<file path="src/rtl/conv_pkg.sv">
// Shared definitions for the convolution core: FSM states, default widths
// and the full-convolution length helper.
package conv_pkg;

    localparam int DATA_W_DEF = 16;
    localparam int ADDR_W_DEF = 6;
    localparam int SZ_W_DEF   = 5;

    typedef enum logic [1:0] {
        IDLE  = 2'd0,
        WRITE = 2'd1,
        DONE  = 2'd2
    } conv_state_e;

    // LEN = sz_x + sz_h - 1 in a 7-bit sum, truncated to the address width.
    // An empty input sequence yields an empty frame.
    function automatic logic [ADDR_W_DEF-1:0] conv_len(
        input logic [SZ_W_DEF-1:0] sz_x,
        input logic [SZ_W_DEF-1:0] sz_h
    );
        if ((sz_x == '0) || (sz_h == '0))
            conv_len = '0;
        else
            conv_len = ADDR_W_DEF'({2'b00, sz_x} + {2'b00, sz_h} - 7'd1);
    endfunction

endpackage

</file>
<file path="src/rtl/y_i_comp.sv">
// Terminal-count compare for the y write index: flags the last sample of a frame.
module y_i_comp #(
    parameter int ADDR_W = 6
) (
    input  logic [ADDR_W-1:0] count_i,
    input  logic [ADDR_W-1:0] len_i,
    output logic              last_o
);

    assign last_o = (count_i == (len_i - ADDR_W'(1)));

endmodule

</file>
<file path="src/rtl/conv_y_writer.sv">
// Write side of the convolution core: accepts y[n] samples over valid/ready
// and stores them at output memory addresses 0..LEN-1, then pulses done_o.
module conv_y_writer
    import conv_pkg::*;
#(
    parameter int DATA_W = DATA_W_DEF,
    parameter int ADDR_W = ADDR_W_DEF,
    parameter int SZ_W   = SZ_W_DEF
) (
    input  logic              clk,
    input  logic              rstn,
    input  logic              start_i,
    input  logic              abort_i,
    input  logic [SZ_W-1:0]   sz_x_i,
    input  logic [SZ_W-1:0]   sz_h_i,
    input  logic              valid_i,
    input  logic [DATA_W-1:0] data_i,
    output logic              ready_o,
    output logic              mem_we_o,
    output logic [ADDR_W-1:0] mem_addr_o,
    output logic [DATA_W-1:0] mem_data_o,
    output logic              busy_o,
    output logic              done_o
);

    conv_state_e       state;
    logic [ADDR_W-1:0] count;
    logic [ADDR_W-1:0] len;
    logic              last;
    logic              xfer;
    logic              zero_sz;

    // Abort wins over everything, so it also blocks a transfer in the same cycle.
    assign ready_o = (state == WRITE) && !abort_i;
    assign xfer    = valid_i && ready_o;
    assign busy_o  = (state == WRITE) || (state == DONE);
    assign done_o  = (state == DONE) && !abort_i;
    assign zero_sz = (sz_x_i == '0) || (sz_h_i == '0);

    y_i_comp #(
        .ADDR_W (ADDR_W)
    ) u_y_i_comp (
        .count_i (count),
        .len_i   (len),
        .last_o  (last)
    );

    always_ff @(posedge clk or negedge rstn) begin
        if (!rstn) begin
            state <= IDLE;
            count <= '0;
            len   <= '0;
        end else begin
            case (state)
                IDLE: begin
                    if (start_i) begin
                        len   <= conv_len(sz_x_i, sz_h_i);
                        count <= '0;
                        state <= zero_sz ? DONE : WRITE;
                    end
                end
                WRITE: begin
                    if (abort_i) begin
                        state <= IDLE;
                        count <= '0;
                    end else if (xfer) begin
                        count <= count + ADDR_W'(1);
                        if (last)
                            state <= DONE;
                    end
                end
                DONE: begin
                    state <= IDLE;
                    count <= '0;
                end
                default: begin
                    state <= IDLE;
                    count <= '0;
                end
            endcase
        end
    end

    // Memory port is registered: an accepted sample is written one cycle later,
    // and address/data hold their last value between writes.
    always_ff @(posedge clk or negedge rstn) begin
        if (!rstn) begin
            mem_we_o   <= 1'b0;
            mem_addr_o <= '0;
            mem_data_o <= '0;
        end else begin
            mem_we_o <= xfer;
            if (xfer) begin
                mem_addr_o <= count;
                mem_data_o <= data_i;
            end
        end
    end

endmodule

</file>
<file path="config.mk">
export PLATFORM = sky130hd
export DESIGN_NAME = conv_y_writer
export DESIGN_NICKNAME = d
export VERILOG_FILES = /design/src/rtl/conv_pkg.sv /design/src/rtl/y_i_comp.sv /design/src/rtl/conv_y_writer.sv
export SDC_FILE = /design/constraint.sdc
export NUM_CORES = 1
export LEC_CHECK = 0
export ABC_CLOCK_PERIOD_IN_PS = 4750
export BUFFER_PORTS_ARGS = -buffer_cell sky130_fd_sc_hd__clkbuf_2
export CORE_MARGIN = 4
export CORE_UTILIZATION = 32
export CTS_BUF_LIST = sky130_fd_sc_hd__clkbuf_2
export DETAILED_ROUTE_END_ITERATION = 8
export PLACE_DENSITY_LB_ADDON = 0.3
export RECOVER_POWER = 100
export SLEW_MARGIN = 20
export SYNTH_ARGS = -nofsm -noshare
export SYNTH_HDL_FRONTEND = slang
export SYNTH_HIERARCHICAL = 1
export SYNTH_SLANG_ARGS = --single-unit
</file>
<file path="constraint.sdc">
create_clock -name clk -period 4.75 [get_ports clk]
set_input_delay 0.95 -clock clk [delete_from_list [all_inputs] [get_ports clk]]
set_output_delay 0.95 -clock clk [all_outputs]
set_load 0.005 [all_outputs]
</file>
==> qor.yml, run 1 <==
drt-pass1-iter-count: 4
crit_required_ps: 3800
rows: 28
outcome: "complete, but fails checks"
antenna_cells: 0
holdPathStages: 2
hold_violations: 0
syn_area_mm2: 0.001998
r2r_cells: 6
totalWireLength_mm: 3.629
clkTransAtPathRegs_ps: 200
rsz0062_at_grt: "no"
critPathSlowestCell: "dfrtp_1"
place_area_mm2: 0.002352
place_hpwl_mm: 2.886
vias: 1456
cts_resized: 0
synth_top_family_by_area: "simple AND/OR/NAND/NOR gates"
fin_worst_skew_ps: 14.04
placed_cells: 315
dp_slack_ps: 1979
cp-end-kind: "primary output"
hp-class: "reg -> reg"
final_cell_area_mm2: 0.002351
tns_ps: 0
whs_ps: 500.9
drv_slew: 38
worst_pin_slew_ps: 1898
worstPathArrival_ps: 1470
muxShareOfSynthArea_pct: 10.14
drt-vias-per-instance: 4.508
violations: "max-capacitance violations, max-slew violations"
p_leak_nw: 1.186
synth-compound-area-share_pct: 7.076
fin_ws_ps: 2335
synth_cells: 187
path_cells: "inv_1, ha_1, nor2b_1, clkbuf_2"
numClockSinks: 37
ir_drop_uv: 183.5
gp_congestion: 0.7226
grt_usage_pct: 10.44
ys_warn_count: 6
grt_max_degree: 38
core-area_mm2: 0.005991
relSlewSlack_pct: -26.56
async_flop_share_pct: 100.0
synthXorXnorAreaFrac_pct: 6.137
syn_nets: 233
cts_buffer_depth: 2
die_w_um: 87.02
antenna_found_initial: 0
synth_edf_count: 0
avgSynthCellArea_um2: 10.69
cpPeakStageDelay_ps: 440
nets: 293
clockRootBuffer: "clkbuf_2"
die_y_um: 87.02
synth_fa_ha_area_share_pct: 9.768
max_freq_mhz: 414.0
synthSimpleGateAreaFrac_pct: 15.03
port_buffers: 56
drc: 0
cp.depth: 4
total_power_mw: 1.062
clk_latency_ps: 380
yosysTopAreaCellShare_pct: 46.34
synth.largest_area_cell: "dfrtp_1"
syn2layout_area_growth_pct: 17.66
postCtsSetupBuffers: 0
cp_max_fo: 4
grt.overflow.total: 0
critPathTopFamily: "flip-flops"
antenna_left: 0
drt_iter0_drc: 34
start_util_pct: 33.35
ys_top_cells_by_area: "dfrtp_1 (46%), mux2_2 (10%), ha_1 (8.8%)"
wl_per_cell_um: 11.24
grt_pass1_vias: 1472
min_period_over_period_pct: 50.85
dieArea_mm2: 0.007572
stdcell_count: 323
drive_above_1_share_pct: 29.84
fin_util_pct: 39.24
ys_ff_latch: 37
cts_buffers: 5
pin_count: 57
path_class: "reg -> out"
synth_cell_types: 35
p_per_area_mw_per_mm2: 451.9
cp-start-kind: "flop"
ctsHoldBuffers: 0
maxCapViolations: 1
finalSetupViolCount: 0
post-route-min-period_ps: 2415
ys_seq_area_share_pct: 46.34
crit_buf_inv: 2
cts_tree: "yes"
grt_pass1_wl_mm: 6.341
synth_ff_type: "dfrtp_1"
h-tree-depth: 2
## flip-flops by register name (all words and copies together), names as in the netlist
| name | flops |
|---|---|
| count | 6 |
| len | 6 |
| mem_addr_o | 6 |
| mem_data_o | 16 |
| mem_we_o | 1 |
| state | 2 |
## report_power, final
part	internal (mW)	switching [mW]	total [mW]
Sequential	0.421	0.0688	0.490
Combinational	0.228	0.204	0.433
Clock	0.0343	0.106	0.140
## kinds of logic after synthesis
group	after synthesis
flip-flops	37
multiplexers	18
adder cells (fa/ha/maj)	15
AO/OA/AOI/OAI	18
buffers and inverters	27
AND/OR/NAND/NOR	58
XOR/XNOR	14
## worst paths after layout
check	startpoint	to	slack [ps]
max in group asynchronous	rstn	mem_addr_o[0]	2610
min reg2reg	mem_addr_o[4]	mem_addr_o[4]	500
min in group asynchronous	rstn	mem_data_o[8]	1040
max	state[1]	ready_o	2330
max reg2reg	state[1]	mem_data_o[2]	2420
min	mem_addr_o[4]	mem_addr_o[4]	500
## worst reg2reg max path: cells and delay by family, from the launching register on
family                     cells  cell delay, ps
muxes                          1             420
adders and majority gates      1             150
buffers and inverters          2             730
and+or+nand+nor                2             490
DFF                            1             440
## cell usage in the layout (no fill, tap or decap), drive strengths merged, types with 2 or more instances in the layout
cell,count
mux2,18
clkbuf,61
or2,2
nand2,26
o31ai,3
xor2,5
nor2,11
nor3b,2
inv,24
ha,14
nor4,2
o31a,2
a21oi,5
nand3,4
nor3,2
dfrtp,37
or4,2
nor4b,2
a22o,3
xnor2,9
nor2b,4
o22ai,2
clkinv,2
## area by class of cell
cell class | count | area [um^2]
fill | 602 | 3640
multi-input combinational | 123 | 935.9
sequential | 37 | 925.9
timing repair buffer | 56 | 262.8
tap | 75 | 93.84
inverter | 24 | 90.09
clock buffer | 5 | 25.02
clock inverter | 3 | 17.52
## metal layers
metal	GRT usage [%]	share of wire, %	vias to the layer above
met4	3.824	1.5	0
met2	18.50	47	49
met1	11.94	42	658
li1	-	-	743
met5	0	0	-
met3	2.838	9.2	6
## cell usage after synthesis (all sizes together), types with 3 or more instances
cell,number
nand2,26
a22o,3
a21oi,5
ha,14
dfrtp,37
nor2,11
nor2b,4
inv,24
o31ai,3
xor2,5
xnor2,9
nand3,4
mux2,18
Power figures use the tool's default switching activity.
==> inputs of run 2 (changes only) <==
--- a/config.mk
+++ b/config.mk
@@ -5,7 +5,8 @@
 export SDC_FILE = /design/constraint.sdc
 export NUM_CORES = 1
 export LEC_CHECK = 0
-export ABC_CLOCK_PERIOD_IN_PS = 4750
+export ABC_AREA = 1
+export ABC_CLOCK_PERIOD_IN_PS = 2200
 export BUFFER_PORTS_ARGS = -buffer_cell sky130_fd_sc_hd__clkbuf_2
 export CORE_MARGIN = 4
 export CORE_UTILIZATION = 32
==> constraint.sdc (replaced) <==
create_clock -name clk -period 2.2 [get_ports clk]
set_input_delay 0.44 -clock clk [delete_from_list [all_inputs] [get_ports clk]]
set_output_delay 0.44 -clock clk [all_outputs]
set_load 0.005 [all_outputs]
==> run 2 against run 1 <==
The run now ends clean. Sequential share of layout area down 2.5 points. Synthesized cell count rose by 46%. Register-to-register slack worse by 2000 ps. Via count increased by 26%. Synthesized area rose by 9.0%. Worst setup slack lost 2000 ps. Largest power group unchanged. Combinational power increased by 130%. Final area up 6.8%. Global-route usage is 0.60 points higher. Hold slack got worse by 260 ps. Die area increased by 8.2%. Cell count up 28%.
==> qor.yml, run 2 <==
outcome: "completed"
antenna_found_initial: 0
maxCapViolations: 0
use_met2_pct: 17.97
synth_cell_types: 27
pin_count: 57
yosysTopAreaCellShare_pct: 42.50
drt-pass1-iter-count: 4
h-tree-depth: 2
die_w_um: 90.51
grt_max_degree: 38
finalSetupViolCount: 0
synth_edf_count: 0
path_class: "reg -> out"
clk_latency_ps: 380
worstPathArrival_ps: 1430
rows: 29
p_sw_mw: 0.9838
drt_iter0_drc: 79
final_cell_mix: "nand2_1 (102), clkbuf_2 (48), inv_1 (39)"
critPathMostFrequentCell: "inv_1"
r2r_slack_ps: 400
fin_worst_skew_ps: 6.765
ys_seq_area_share_pct: 42.50
avgSynthCellArea_um2: 7.979
ys_top_cells_by_count: "nand2_1 (97), inv_1 (38), dfrtp_1 (37), nor2_1 (18), nand3_1 (15)"
cp_max_fo: 4
start_util_pct: 33.54
rsz0062_at_grt: "no"
drt-vias-per-instance: 4.451
ys_top_cells_by_area: "dfrtp_1 (43%), nand2_1 (17%), ha_1 (8.0%)"
synth_cells: 273
ir_drop_uv: 265.5
regArea_um2: 925.9
grt_pass1_wl_mm: 7.617
clkTransAtPathRegs_ps: 200
antenna_cells: 0
p_int_mw: 1.511
dieArea_mm2: 0.008191
hp-class: "in -> async"
numClockSinks: 37
p_per_area_mw_per_mm2: 994.1
cts_buffers: 5
synth.largest_area_cell: "dfrtp_1"
die_y_um: 90.51
cts_resized: 0
cp-start-kind: "flop"
r2r_start: "state[0]"
largest_reg_flops: 16
drc: 0
nets: 380
antenna_left: 0
path_cells: "inv_1, ha_1, nand2_1, inv_1, clkbuf_2"
cpPeakStageDelay_ps: 440
place_hpwl_mm: 3.377
totalWireLength_mm: 4.376
clockRootBuffer: "clkbuf_2"
grt.overflow.total: 0
postCtsSetupBuffers: 0
r2r_end: "count[3]"
vias: 1834
p_leak_nw: 1.404
port_buffers: 56
syn_nets: 319
cts_tree: "yes"
grtUsageMet3_pct: 3.917
syn_area_mm2: 0.002178
max_freq_mhz: 533.8
crit_required_ps: 1760
cp-end-kind: "primary output"
ys_warn_count: 6
wl_per_cell_um: 10.62
core-area_mm2: 0.006495
cts_buffer_depth: 2
gp_congestion: 0.7755
pwr-share-clk_pct: 17.0
synth_ff_type: "dfrtp_1"
drv_slew: 0
combPwrFrac_pct: 40.3
ctsHoldBuffers: 0
relSlewSlack_pct: 38.19
busiest_layer: "met2"
synth_most_common_cell: "nand2_1"
regMostFlops: "mem_data_o"
async_flop_share_pct: 100.0
grt_pass1_vias: 1694
r2r_cells: 7
critPathSlowestCell: "dfrtp_1"
post-route-min-period_ps: 1873
switching_share_pct: 39.43
tns_ps: 0
syn2layout_area_growth_pct: 15.22
worst_pin_slew_ps: 927.2
fin_util_pct: 38.64
multi_input_area_um2: 988.4
nFillCells: 690
grtUsageMet1_pct: 14.27
min_period_over_period_pct: 85.16
ys_ff_latch: 37
sequentialPowerShare_pct: 42.7
hold_violations: 0
mostFrequentLayoutCell: "nand2_1"
grt_usage_pct: 11.04
drive_above_1_share_pct: 18.51
run 2: cell count changes in the layout (fill, tap and decap cells not counted), sizes merged, moves of 3 or more:
cell	delta
a22o	-3
inv	+18
mux2	-18
nand2	+78
nand3	+13
nand3b	+5
nor2	+10
nor2b	-4
o21ai	+13
o31ai	-3
xnor2	-8
run 2: logic make-up (layout without fill, tap and decap cells):
family | count (synthesis) | after routing | share of synthesized area [%]
adders and majority gates | 15 | 15 | 8.960
AOI/OAI and AO/OA | 20 | 20 | 5.743
and+or+nand+nor | 150 | 150 | 31.13
buffers and inverters | 46 | 108 | 9.650
xor gates and xnor gates | 5 | 5 | 2.010
DFF | 37 | 37 | 42.50
run 2: power by group through the flow:
stage	sequential (mW)	clock, mW	combinational (mW)
after floorplan	1.08	0	0.718
after detailed placement	1.08	0	1.09
after global routing	1.10	0.482	1.17
final	1.07	0.425	1.01
after global placement	1.07	0	1.07
after CTS	1.07	0.445	1.10
run 2: how the worst max path moves through the flow:
stage,start,endpoint,slack [ps],cells after the start
after global routing,state[1],ready_o,180,5
after CTS,state[1],ready_o,300,5
after floorplan,sz_x_i[1],len[5],310,11
after global placement,sz_x_i[1],len[5],140,12
final,state[1],ready_o,330,5
after detailed placement,sz_x_i[1],len[5],90,12
run 2: per-stage QoR:
step           std cells  worst slack (ps)  total power [mW]  hold slack, ps  area, um^2
3_3_place_gp         404             143.8             2.143           452.8        2517
2_1_floorplan        273             305.6             1.798           144.4        2178
5_1_grt              412             183.9             2.750           178.7        2510
3_5_place_dp         404             89.92             2.176           459.0        2517
6_report             412             326.5             2.495           238.1        2510
4_1_cts              412             299.9             2.609           56.36        2584
run 2: layout make-up:
class	count	share of cell area [%]
flip-flops and latches	37	36.89
inverters	42	6.281
well taps	77	3.838
multi-input cells	190	39.38
repair buffers	58	10.97
clock inverters	3	1.645
clock buffers	5	0.9970
run 2: per-layer routing:
metal / routed length (um) / vias up / part of all wire, %
met1: 2167 / 798 / 50
li1: - / 971 / -
met4: 27 / 0 / 0.62
met2: 1862 / 61 / 43
met5: 0 / - / 0
met3: 319 / 4 / 7.3
run 2: worst max-delay path, delay by kind of cell, from the launching register on:
kind	cells	cell delay [ps]
flip-flops	1	440
AND/OR/NAND/NOR	1	150
adder cells (fa/ha/maj)	1	190
buffers and inverters	3	270
==> inputs of run 3 (changes only) <==
--- a/config.mk
+++ b/config.mk
@@ -6,7 +6,7 @@
 export NUM_CORES = 1
 export LEC_CHECK = 0
 export ABC_AREA = 1
-export ABC_CLOCK_PERIOD_IN_PS = 2200
+export ABC_CLOCK_PERIOD_IN_PS = 2300
 export BUFFER_PORTS_ARGS = -buffer_cell sky130_fd_sc_hd__clkbuf_2
 export CORE_MARGIN = 4
 export CORE_UTILIZATION = 32
==> constraint.sdc (replaced) <==
create_clock -name clk -period 2.3 [get_ports clk]
set_input_delay 0 -clock clk [delete_from_list [all_inputs] [get_ports clk]]
set_output_delay 0 -clock clk [all_outputs]
set_load 0.005 [all_outputs]
==> run 3 against run 2 <==
Final area up 9.1%. Critical path type is now reg -> reg. Critical endpoint is now count[4]. Via count grew 5.3%. Clock-buffer cell count rose by 1. Largest cell class unchanged.
==> qor.yml, run 3 (synthesized netlist as in run 2, its figures left out) <==
r2r_cells: 8
drive_above_1_share_pct: 17.09
ir_drop_uv: 235.7
grt_pass1_wl_mm: 8.480
worstPathArrival_ps: 2350
numClockSinks: 37
antenna_found_initial: 0
regMostFlops: "mem_data_o"
fin_worst_skew_ps: 12.52
cts_tree: "yes"
path_class: "reg -> reg"
hold_violations: 0
fin_util_pct: 42.15
whs_ps: 25.91
grt_max_degree: 38
die_w_um: 90.51
h-tree-depth: 2
grt.overflow.total: 0
largest_reg_flops: 16
totalWireLength_mm: 4.918
clk_latency_ps: 400
cts_resized: 0
rsz0062_at_grt: "no"
relSlewSlack_pct: 40.08
crit_path_end: "count[4]"
antenna_left: 0
p_per_area_mw_per_mm2: 855.9
r2r_slack_ps: 270
vias: 1932
total_power_mw: 2.343
max_freq_mhz: 491.6
start_util_pct: 33.54
rows: 29
cp-end-kind: "flop"
drt_iter0_drc: 86
r2r_end: "count[4]"
dieArea_mm2: 0.008191
pin_count: 57
ctsHoldBuffers: 22
gp_congestion: 0.7787
clkTransAtPathRegs_ps: 190
cts_buffer_depth: 2
crit_required_ps: 2610
port_buffers: 56
cp-startpoint: "state[0]"
hp-class: "in -> reg"
worst_pin_slew_ps: 898.8
tns_ps: 0
place_hpwl_mm: 3.406
maxCapViolations: 0
drv_slew: 0
grt_pass1_vias: 1962
grt_usage_pct: 12.31
min_period_over_period_pct: 88.45
r2r_start: "state[0]"
cts_buffers: 5
die_y_um: 90.51
cp_max_fo: 9
final_cell_mix: "nand2_1 (100), clkbuf_2 (45), inv_1 (40)"
wl_per_cell_um: 11.33
core-area_mm2: 0.006495
outcome: "completed"
place_area_mm2: 0.002510
postCtsSetupBuffers: 0
cp-start-kind: "flop"
drt-vias-per-instance: 4.452
finalSetupViolCount: 0
drt-pass1-iter-count: 4
post-route-min-period_ps: 2034
final_cell_area_mm2: 0.002738
mostFrequentLayoutCell: "nand2_1"
drc: 0
holdPathStages: 4
p_leak_nw: 1.497
clockRootBuffer: "clkbuf_2"
antenna_cells: 0
syn2layout_area_growth_pct: 25.68
nets: 402
## run 3: changes by cell type in the layout (fill, tap and decap cells not counted), moves of 2 or more
cell / delta
clkbuf_2: -3
clkbuf_1: +4
nand2_1: -2
nand2_4: +2
clkinv_2: +2
dlygate4sd3_1: +22
## run 3: routing by layer
layer | vias up | share of wire (%) | track usage, %
li1 | 1006 | - | -
met1 | 850 | 46 | 14.12
met2 | 70 | 46 | 22.11
met3 | 6 | 7.3 | 4.000
met4 | 0 | 0.89 | 2.806
met5 | - | 0 | 0
## run 3: where the power goes
group	switching, mW	internal (mW)	total, mW	leakage, nW
clock	0.219	0.0764	0.296	0.0327
sequential	0.150	0.871	1.02	0.480
combinational	0.600	0.427	1.03	0.984
total	0.970	1.37	2.34	1.50
## run 3: worst min-delay path by stage
stage / slack, ps / from / end
finish: 30 / valid_i / count[1]
global route: 8 / valid_i / count[1]
CTS: 20 / valid_i / count[1]
detailed placement: 190 / rstn / mem_data_o[8]
global placement: 190 / rstn / mem_data_o[9]
floorplan: -300 / rstn / count[0]
## run 3: area by class of cell
cell class | instances | area [um^2]
fillers | 668 | 3757
clock buffers | 6 | 30.03
repair buffers | 80 | 510.5
inverters | 42 | 157.7
well taps | 77 | 96.34
flip-flops and latches | 37 | 925.9
clock inverters | 2 | 10.01
multi-input cells | 190 | 1007
## run 3: critical path, cell delays in order (launching register included)
cell,delay (ps)
dfrtp_1,450
inv_1,100
ha_1,220
nand2_1,210
nand2_4,180
nand2_4,110
nand3_1,100
nand2_1,50
dlygate4sd3_1,540
## run 3: through the flow
stage / cells / setup slack, ps
floorplan: 273 / 738.7
global placement: 403 / 684.7
detailed placement: 403 / 624.1
CTS: 433 / 334.1
global route: 434 / 126.6
finish: 434 / 265.6
